**src/rtl/mito_post_pool.sv**
```systemverilog
// mito_post_pool: per-lane requantise (round/shift/saturate), optional ReLU,
// optional 2x2 stride-2 max pool, streaming raster order over valid/ready.
// Optional build macro MITO_POST_STATS_EN adds the sat_count output.
module mito_post_pool #(
  parameter int DATA_W   = 32,
  parameter int OUT_W    = 8,
  parameter int CHANNELS = 4,
  parameter int MAX_COLS = 32,
  parameter int DIM_W    = 6
) (
  input  logic                         clk,
  input  logic                         rst_n,
  input  logic                         start,
  input  logic [DIM_W-1:0]             cfg_cols,
  input  logic [DIM_W-1:0]             cfg_rows,
  input  logic [4:0]                   cfg_shift,
  input  logic [1:0]                   cfg_mode,
  input  logic                         in_valid,
  output logic                         in_ready,
  input  logic [CHANNELS*DATA_W-1:0]   in_data,
  output logic                         out_valid,
  input  logic                         out_ready,
  output logic [CHANNELS*OUT_W-1:0]    out_data,
  output logic                         out_last,
  output logic                         busy
`ifdef MITO_POST_STATS_EN
  ,
  output logic [15:0]                  sat_count
`endif
);

  localparam int LB_DEPTH = MAX_COLS / 2;
  localparam int LB_AW    = (LB_DEPTH > 1) ? $clog2(LB_DEPTH) : 1;
  localparam logic signed [DATA_W:0] SAT_HI = (DATA_W+1)'((2 ** (OUT_W - 1)) - 1);
  localparam logic signed [DATA_W:0] SAT_LO = ~SAT_HI;

  typedef enum logic [1:0] {IDLE, RUN, DRAIN} state_t;

  state_t                       state_reg, state_next;
  logic [DIM_W-1:0]             cols_reg, rows_reg, col_reg, row_reg;
  logic [4:0]                   shift_reg;
  logic [1:0]                   mode_reg;
  logic                         fire, at_last, emit, pool_last;
  logic [DIM_W-1:0]             last_pcol, last_prow;
  logic [CHANNELS*OUT_W-1:0]    q_vec, pool_vec, m_vec, pair_reg, lb_rd_reg;
  logic [CHANNELS*OUT_W-1:0]    linebuf [LB_DEPTH];
  logic [LB_AW-1:0]             lb_addr;
`ifdef MITO_POST_STATS_EN
  logic [CHANNELS-1:0]          sat_vec;
  logic [16:0]                  sat_sum;
`endif

  assign busy      = (state_reg != IDLE);
  assign fire      = in_valid && in_ready;
  assign at_last   = (row_reg == rows_reg - DIM_W'(1)) && (col_reg == cols_reg - DIM_W'(1));
  // Final pooled beat sits at the last odd row/col of the even-trimmed frame.
  assign last_pcol = {cols_reg[DIM_W-1:1], 1'b0} - DIM_W'(1);
  assign last_prow = {rows_reg[DIM_W-1:1], 1'b0} - DIM_W'(1);
  assign pool_last = (row_reg == last_prow) && (col_reg == last_pcol);
  assign emit      = fire && (!mode_reg[1] || (row_reg[0] && col_reg[0]));
  assign lb_addr   = col_reg[LB_AW:1];

  genvar gi;
  generate
    for (gi = 0; gi < CHANNELS; gi++) begin : g_lane
      logic signed [DATA_W-1:0] x;
      logic        [DATA_W:0]   rnd;
      logic signed [DATA_W:0]   sum, shifted;
      logic                     hi, lo;
      logic signed [OUT_W-1:0]  r, pair_l, lb_l, m, p;

      // Requantise one lane: round half up, arithmetic shift, clip, ReLU.
      always_comb begin
        x       = in_data[gi*DATA_W +: DATA_W];
        rnd     = ({{DATA_W{1'b0}}, 1'b1} << shift_reg) >> 1;
        sum     = {x[DATA_W-1], x} + rnd;
        shifted = sum >>> shift_reg;
        hi      = shifted > SAT_HI;
        lo      = shifted < SAT_LO;
        r       = shifted[OUT_W-1:0];
        if (hi) r = SAT_HI[OUT_W-1:0];
        if (lo) r = SAT_LO[OUT_W-1:0];
        if (mode_reg[0] && r[OUT_W-1]) r = '0;
        pair_l  = pair_reg[gi*OUT_W +: OUT_W];
        lb_l    = lb_rd_reg[gi*OUT_W +: OUT_W];
        m       = (pair_l > r) ? pair_l : r;
        p       = (lb_l > m) ? lb_l : m;
      end

      assign q_vec[gi*OUT_W +: OUT_W]    = r;
      assign m_vec[gi*OUT_W +: OUT_W]    = m;
      assign pool_vec[gi*OUT_W +: OUT_W] = p;
`ifdef MITO_POST_STATS_EN
      assign sat_vec[gi] = hi | lo;
`endif
    end
  endgenerate

  // FSM state register.
  always_ff @(posedge clk) begin
    if (!rst_n) state_reg <= IDLE;
    else        state_reg <= state_next;
  end

  // FSM next state and input handshake; single output register means no skid.
  always_comb begin
    state_next = state_reg;
    in_ready   = 1'b0;
    case (state_reg)
      IDLE:  if (start) state_next = RUN;
      RUN: begin
        in_ready = !out_valid || out_ready;
        if (in_valid && in_ready && at_last) state_next = DRAIN;
      end
      DRAIN: if (!out_valid) state_next = IDLE;
      default: state_next = IDLE;
    endcase
  end

  // Config latch, raster counters and even-column pair register.
  always_ff @(posedge clk) begin
    if (!rst_n) begin
      cols_reg  <= '0;
      rows_reg  <= '0;
      shift_reg <= '0;
      mode_reg  <= '0;
      col_reg   <= '0;
      row_reg   <= '0;
      pair_reg  <= '0;
    end else if (state_reg == IDLE && start) begin
      cols_reg  <= cfg_cols;
      rows_reg  <= cfg_rows;
      shift_reg <= cfg_shift;
      mode_reg  <= cfg_mode;
      col_reg   <= '0;
      row_reg   <= '0;
    end else if (fire) begin
      if (!col_reg[0]) pair_reg <= q_vec;
      if (col_reg == cols_reg - DIM_W'(1)) begin
        col_reg <= '0;
        row_reg <= row_reg + DIM_W'(1);
      end else begin
        col_reg <= col_reg + DIM_W'(1);
      end
    end
  end

  // Line buffer: pair maxima written on even rows, read one beat ahead on odd rows.
  always_ff @(posedge clk) begin
    if (fire && mode_reg[1]) begin
      if (col_reg[0] && !row_reg[0]) linebuf[lb_addr] <= m_vec;
      if (!col_reg[0])               lb_rd_reg <= linebuf[lb_addr];
    end
  end

  // Output register: loads on an emitting beat, holds under backpressure.
  always_ff @(posedge clk) begin
    if (!rst_n) begin
      out_valid <= 1'b0;
      out_data  <= '0;
      out_last  <= 1'b0;
    end else if (emit) begin
      out_valid <= 1'b1;
      out_data  <= mode_reg[1] ? pool_vec : q_vec;
      out_last  <= mode_reg[1] ? pool_last : at_last;
    end else if (out_ready) begin
      out_valid <= 1'b0;
    end
  end

`ifdef MITO_POST_STATS_EN
  // Saturating count of clipped lane results over accepted beats.
  always_comb begin
    sat_sum = {1'b0, sat_count};
    for (int i = 0; i < CHANNELS; i++) sat_sum = sat_sum + 17'(sat_vec[i]);
  end

  // Stats counter register; cleared on reset and on frame start.
  always_ff @(posedge clk) begin
    if (!rst_n)                          sat_count <= '0;
    else if (state_reg == IDLE && start) sat_count <= '0;
    else if (fire)                       sat_count <= sat_sum[16] ? 16'hFFFF : sat_sum[15:0];
  end
`endif

endmodule
```
**config.mk**
```make
export PLATFORM = sky130hd
export DESIGN_NAME = mito_post_pool
export DESIGN_NICKNAME = d
export VERILOG_FILES = /design/src/rtl/mito_post_pool.sv
export SDC_FILE = /design/constraint.sdc
export NUM_CORES = 2
export LEC_CHECK = 0
export BUFFER_PORTS_ARGS = -buffer_cell sky130_fd_sc_hd__buf_2
export CORE_MARGIN = 1.5
export CORE_UTILIZATION = 25
export CTS_CLUSTER_DIAMETER = 200
export CTS_CLUSTER_SIZE = 28
export DETAILED_ROUTE_END_ITERATION = 8
export PLACE_DENSITY = 0.49
export RECOVER_POWER = 50
export SYNTH_ARGS = -nofsm -noshare
export SYNTH_HDL_FRONTEND = slang
export SYNTH_SLANG_ARGS = --single-unit
```
**constraint.sdc**
```tcl
create_clock -name clk -period 12.81 [get_ports clk]
set_input_delay 0.6405 -clock clk [delete_from_list [all_inputs] [get_ports clk]]
set_output_delay 0.6405 -clock clk [all_outputs]
set_load 0.01 [all_outputs]
```
Yosys cells after proc, flatten, opt, wreduce, memory -nomap -nowiden
Memory sizes are Yosys's and may differ from the RTL's. A register that Yosys moved wholly into a read port is not among the register bits.
Index checks and enable logic that the tools add are counted.
- register bits after elaboration: 99
- latch bits: 0
- bits in writable memories: 512
- bits in read-only memories: 0
- bits of input ports: 152
- output and inout bits: 36
- word-level logic and storage cells: 115
- memories: 1
- memory list (memory ; words ; bits a word ; rd ports ; clocked after memory_dff ; write ports ; RTL line ; source):
    linebuf ; 16 ; 32 ; 1 ; 1 ; 1 ; 46 ; logic [CHANNELS*OUT_W-1:0] linebuf [LB_DEPTH];
- add/sub/neg operators: 10
- multipliers: 0
- divide/modulo/power cells: 0
- magnitude comparators: 16
- equal/unequal tests: 9
- shift operators: 5
- muxes and demuxes: 33
- bitwise operators: 3
- reductions and logical operators: 27
- operator list (operator ; count):
    $mux 8 ; 20
    $add 33x32->33 ; 4
    $gt 33x8->1 const B ; 4
    $lt 33x8->1 const B ; 4
    $sshr 33x5->33 ; 4
    $gt 8x8->1 ; 8
    $shl 1x5->33 const A ; 1
    $mux 32 ; 1
    $eq 6x6->1 ; 4
    $sub 6x1->6 const B ; 4
    $logic_and 1x1->1 ; 14
    $add 6x1->6 const B ; 2
    $mux 1 ; 7
    $mux 2 ; 3
    $mux 6 ; 1
    $ne 2x2->1 const B ; 3
    $pmux 2 s3 ; 1
    $reduce_and 3->1 ; 2
    $reduce_and 2->1 ; 2
    $reduce_bool 2->1 ; 2
    $logic_not 1->1 ; 3
    $not 1->1 ; 3
    $eq 2x1->1 const B ; 1
    $eq 2x2->1 const B ; 1
    other kinds (3) ; 4

Longest topological paths before layout
- depth in word-level cells: 13
- depth in mapped cells: 60

Worst setup path after synthesis
Ideal clock, no wire load.
- path kind: reg-to-reg
- start point: register shift_reg[1]
- end point: register out_data[25]
- setup time: 0.086 ns
- data arrival time: 12.435 ns
- setup slack: 0.290 ns
- cell stages (with the launch flop): 57
- path buffers: 15
- period minus slack after synthesis: 12.520 ns
- cell sequence: dfxtp_1 > buf_6 > buf_4 > clkbuf_1 > buf_1 > clkbuf_1 > buf_1 > clkbuf_1 > clkbuf_1 > clkbuf_1 > buf_1 > nor3_1 > ha_1 > ha_1 > a21oi_1 > o31ai_1 > maj3_1 > a311oi_2 > [... 21 more ...] > mux2i_1 > clkbuf_1 > clkbuf_1 > o31ai_1 > ha_1 > nor2b_1 > o21a_1 > o21a_1 > o21ai_0 > nand2b_1 > a21oi_1 > nor2b_1 > o32ai_1 > mux2i_1 > clkbuf_1 > o21ai_0 > nand3_1 > a211oi_1
- word-level cells in the longest chain between the ends: 13
- ends and longest elaborated chain (item ; RTL line ; source):
    from (decl) ; 41 ; logic [4:0] shift_reg;
    from (signal assigned) ; 133 ; shift_reg <= cfg_shift;
    $shl 1x5->33 ; 75 ; rnd = ({{DATA_W{1'b0}}, 1'b1} << shift_reg) >> 1;
    $add 33x32->33 ; 76 ; sum = {x[DATA_W-1], x} + rnd;
    $sshr 33x5->33 * ; 77 ; shifted = sum >>> shift_reg;
    $gt 33x8->1 ; 78 ; hi = shifted > SAT_HI;
    $mux 8 ; 81 ; if (hi) r = SAT_HI[OUT_W-1:0];
    $mux 8 * ; 82 ; if (lo) r = SAT_LO[OUT_W-1:0];
    $logic_and 1x1->1 ; 83 ; if (mode_reg[0] && r[OUT_W-1]) r = '0;
    $mux 8 * ; 83 ;
    $gt 8x8->1 ; 86 ; m = (pair_l > r) ? pair_l : r;
    $mux 8 * ; 86 ;
    via g_lane[3].m[0] ; 70 ; logic signed [OUT_W-1:0] r, pair_l, lb_l, m, p;
    $gt 8x8->1 * ; 87 ; p = (lb_l > m) ? lb_l : m;
    $mux 8 * ; 87 ;
    $mux 32 * ; 164 ; out_data <= mode_reg[1] ? pool_vec : q_vec;
    to (signal assigned) ; 164 ;
    to (decl) ; 23 ; output logic [CHANNELS*OUT_W-1:0] out_data,
The timed path passes the listed nets; every way through them passes the cells marked *.
A chain may end at the register's enable or synchronous reset.

Final worst setup path
- start point: register shift_reg[2]
- end point: register out_data[21]
- word-level cells in the longest chain between the ends: 13
- ends and longest elaborated chain (item ; RTL line):
    $shl 1x5->33 ; 75
    $add 33x32->33 ; 76
    $sshr 33x5->33 * ; 77
    $gt 33x8->1 ; 78
    $mux 8 ; 81
    $mux 8 * ; 82
    $logic_and 1x1->1 ; 83
    $mux 8 * ; 83
    $gt 8x8->1 ; 86
    $mux 8 ; 86
    $gt 8x8->1 ; 87
    $mux 8 ; 87
    $mux 32 * ; 164
Mark *: on every way between the ends. The rest lies on a longest branch, timed or not.

==> impl_metrics.ini <==
[synth]
synthesis.area_sq_um = 49500
synth_common_cells = edfxtp_1 (544), nand2_1 (468), nor2_1 (404), o21ai_0 (277), a21oi_1 (274)
yosysMostFrequentCell = edfxtp_1
synth-edff-count = 544
synth_area_leaders = edfxtp_1 (33%), mux4_2 (8.1%), ha_1 (4.1%)
synth.ff_latch_count = 643
yosysWarnings = 0
synth_async_sr_flop_share = 0
ys_types = 114
synthesis.nets = 5457
synth.yosys.seq_area_share = 0.370
synth.avg_cell_area_sq_um = 9.63
yosysTopAreaCell = edfxtp_1
syn-instance-count = 5140
synth.top_cell.area_share = 0.330
yosys_most_used_dff = edfxtp_1

[timing]
max_freq_mhz = 82.2
fin_worst_skew_ps = 34.5
slew_viol_final = 701
rsz0062_at_grt = false
slew_headroom = -1.80
period_needed_ps = 12160
worstMarginPinSlew_ps = 4200
holdWs_ps = 237
setup_viol = 0
hold_violations = 0
tns_ps = 0
fin_crit_sh = 0.950

[critical_path]
critPathKind = flip-flop to flip-flop
crit_path_top_delay_cell = dfxtp_4
worstSetupStartpointType = flip-flop
r2r-end = out_data[21]$_SDFFE_PN0P_
rr_startpoint = shift_reg[2]$_SDFFE_PN0P_
worstRegToRegCells = 42
crit_fanout = 40
ff2ff_setup_slack_ps = 650
cp-end-kind = flip-flop
critPathMaxStageDelay_ps = 740
required_ps = 13390
worstPathArrival_ps = 12750
critPathMostFrequentCell = a21oi_1

[worst_hold_path]
min_path_type = input port to flip-flop
worstHoldStart = cfg_rows[1]
holdPathEnd = rows_reg[1]$_SDFFE_PN0P_
holdPathStages = 3

[routing]
firstDrtPassIters = 9
routed_via_density = 6.01
routedWlPerCell_microns = 31.0
vias = 47500
drt-initial-drc-count = 6492
drc = 0
wl_microns = 245000
ant_nets = 0

[floorplanning]
die-area_sq_um = 201000
rows = 163
die_w_microns = 448
io_pins = 188
placeableCoreArea_sq_um = 197000
start_util = 0.251
fp.dieH_microns = 448

[cts]
cts_sinks = 643
cts_tree = done
holdBufCountCts = 0
clkLatencyLatePin_ps = 640
clk_transition_reported_paths_ps = 130
clockBufferDepth = 3
numCtsBuffers = 26
root_buffer = clkbuf_16
htree_levels = 1

[layout]
area_growth_pct = 11.1
multiInputGateArea_sq_um = 29400
register_area_sq_um = 18300
fill_cells = 21000
top_register = linebuf
largest_reg_flops = 512
drive_above_1_share = 0.152
final_nets = 5550

[power]
ir_worst_vdd_v = 0.0000815
power_density_nw_per_um2 = 88.2
p_leak_nw = 18.8

[placed_design]
portBuffers = 187
gp_congestion = 1.03
hpwl_microns = 184000

[grt]
grt_pass1_wl_microns = 342000
grt_pass1_vias = 43700
gr-usage-all-layers = 0.234
grt_max_degree = 125
antenna_found_initial = 8
gr-total-overflow = 0

[job]
drv_cap = 23

[outcome]
status = complete, but fails checks
violations = max-capacitance violations, max-slew violations
==> worst max-delay path by stage <==
stage,from,depth (start not counted),endpoint
global route,shift_reg[2]$_SDFFE_PN0P_,48,out_data[14]$_SDFFE_PN0P_
CTS,shift_reg[2]$_SDFFE_PN0P_,45,out_data[20]$_SDFFE_PN0P_
global placement,shift_reg[2]$_SDFFE_PN0P_,45,out_data[21]$_SDFFE_PN0P_
detailed placement,shift_reg[2]$_SDFFE_PN0P_,45,out_data[20]$_SDFFE_PN0P_
floorplan,shift_reg[1]$_SDFFE_PN0P_,56,out_data[25]$_SDFFE_PN0P_
finish,shift_reg[2]$_SDFFE_PN0P_,42,out_data[21]$_SDFFE_PN0P_
==> cell type report <==
class,count,share of cell area
Antenna cell,7,0.000318
Clock buffer,46,0.0132
Clock inverter,2,0.000614
Inverter,121,0.00841
Multi-Input combinational cell,4007,0.535
Sequential cell,643,0.333
Tap cell,2640,0.0600
Timing Repair Buffer,434,0.0493
==> through the flow <==
| stage | utilization | worst slack (ps) | total power [mW] | instance area (sq um) | cells |
|---|---|---|---|---|---|
| 3_5_place_dp | 0.276 | 754 | 3.80 | 54400 | 7845 |
| 4_1_cts | 0.280 | 673 | 4.85 | 55200 | 7893 |
| 6_report | 0.279 | 645 | 4.86 | 55000 | 7900 |
| 5_1_grt | 0.279 | 91.0 | 5.02 | 55000 | 7893 |
| 3_3_place_gp | 0.276 | 524 | 3.81 | 54400 | 7845 |
| 2_1_floorplan | - | 290 | 3.21 | 49500 | 5140 |
==> routing by layer <==
layer	global-route usage	routed length [microns]	vias up	share of wire
met4	0.0946	11600	0	0.047
li1	-	-	20600	-
met2	0.366	109000	2652	0.45
met1	0.326	105000	23900	0.43
met3	0.0285	19700	398	0.080
met5	0	0	-	0
==> cell usage in the layout (no fill, tap or decap), types with 51 or more instances in the layout <==
master    instances
nor2_1          389
nand3_1         171
mux4_2          179
a31oi_1          90
nand2_1         467
buf_2           151
edfxtp_1        544
inv_1           114
clkbuf_1         74
ha_1            164
buf_4           226
xor2_1           52
a21oi_1         271
a21o_1           93
xnor2_1          78
dfxtp_1          92
o31ai_1          58
nor4_1           51
nor3_1          137
o21ai_0         277
o211ai_1         93
mux2i_1          77
o22ai_1          51
o21a_1           57
a211oi_1        105
nand4_1          65
and2_1           55
==> what timing repair did <==
item | in CTS | in global routing
setup buffers | 0 | 0
endpoints found under the hold margin | 0 | 0
gates resized for setup | 0 | 5
setup endpoints to repair | 0 | 26
==> cells by family (layout without fill, tap and decap cells) <==
logic type | count (synthesis) | after routing | share of synthesized area
flops | 643 | 643 | 0.370
buf+inv | 490 | 603 | 0.0389
fa+ha+maj | 191 | 191 | 0.0471
compound gates | 1737 | 1737 | 0.252
other cells | 0 | 7 | 0
mux | 299 | 299 | 0.107
xor+xnor | 130 | 130 | 0.0230
simple gates | 1650 | 1650 | 0.162
==> worst max-delay path, delay by kind of cell (launching register included) <==
family,cells,cell delay (ps)
adder cells (fa/ha/maj),2,560
multiplexers,1,220
flip-flops,1,740
AO/OA/AOI/OAI,24,6810
AND/OR/NAND/NOR,11,2690
buffers and inverters,4,1020
==> power breakdown <==
part	leakage, nW	switching [mW]	total, mW	internal, mW
Clock	0.364	0.645	1.05	0.403
Combinational	12.7	1.01	1.45	0.446
Sequential	5.75	0.0332	2.35	2.32
Total	18.8	1.69	4.86	3.17
Power figures use the tool's default switching activity.
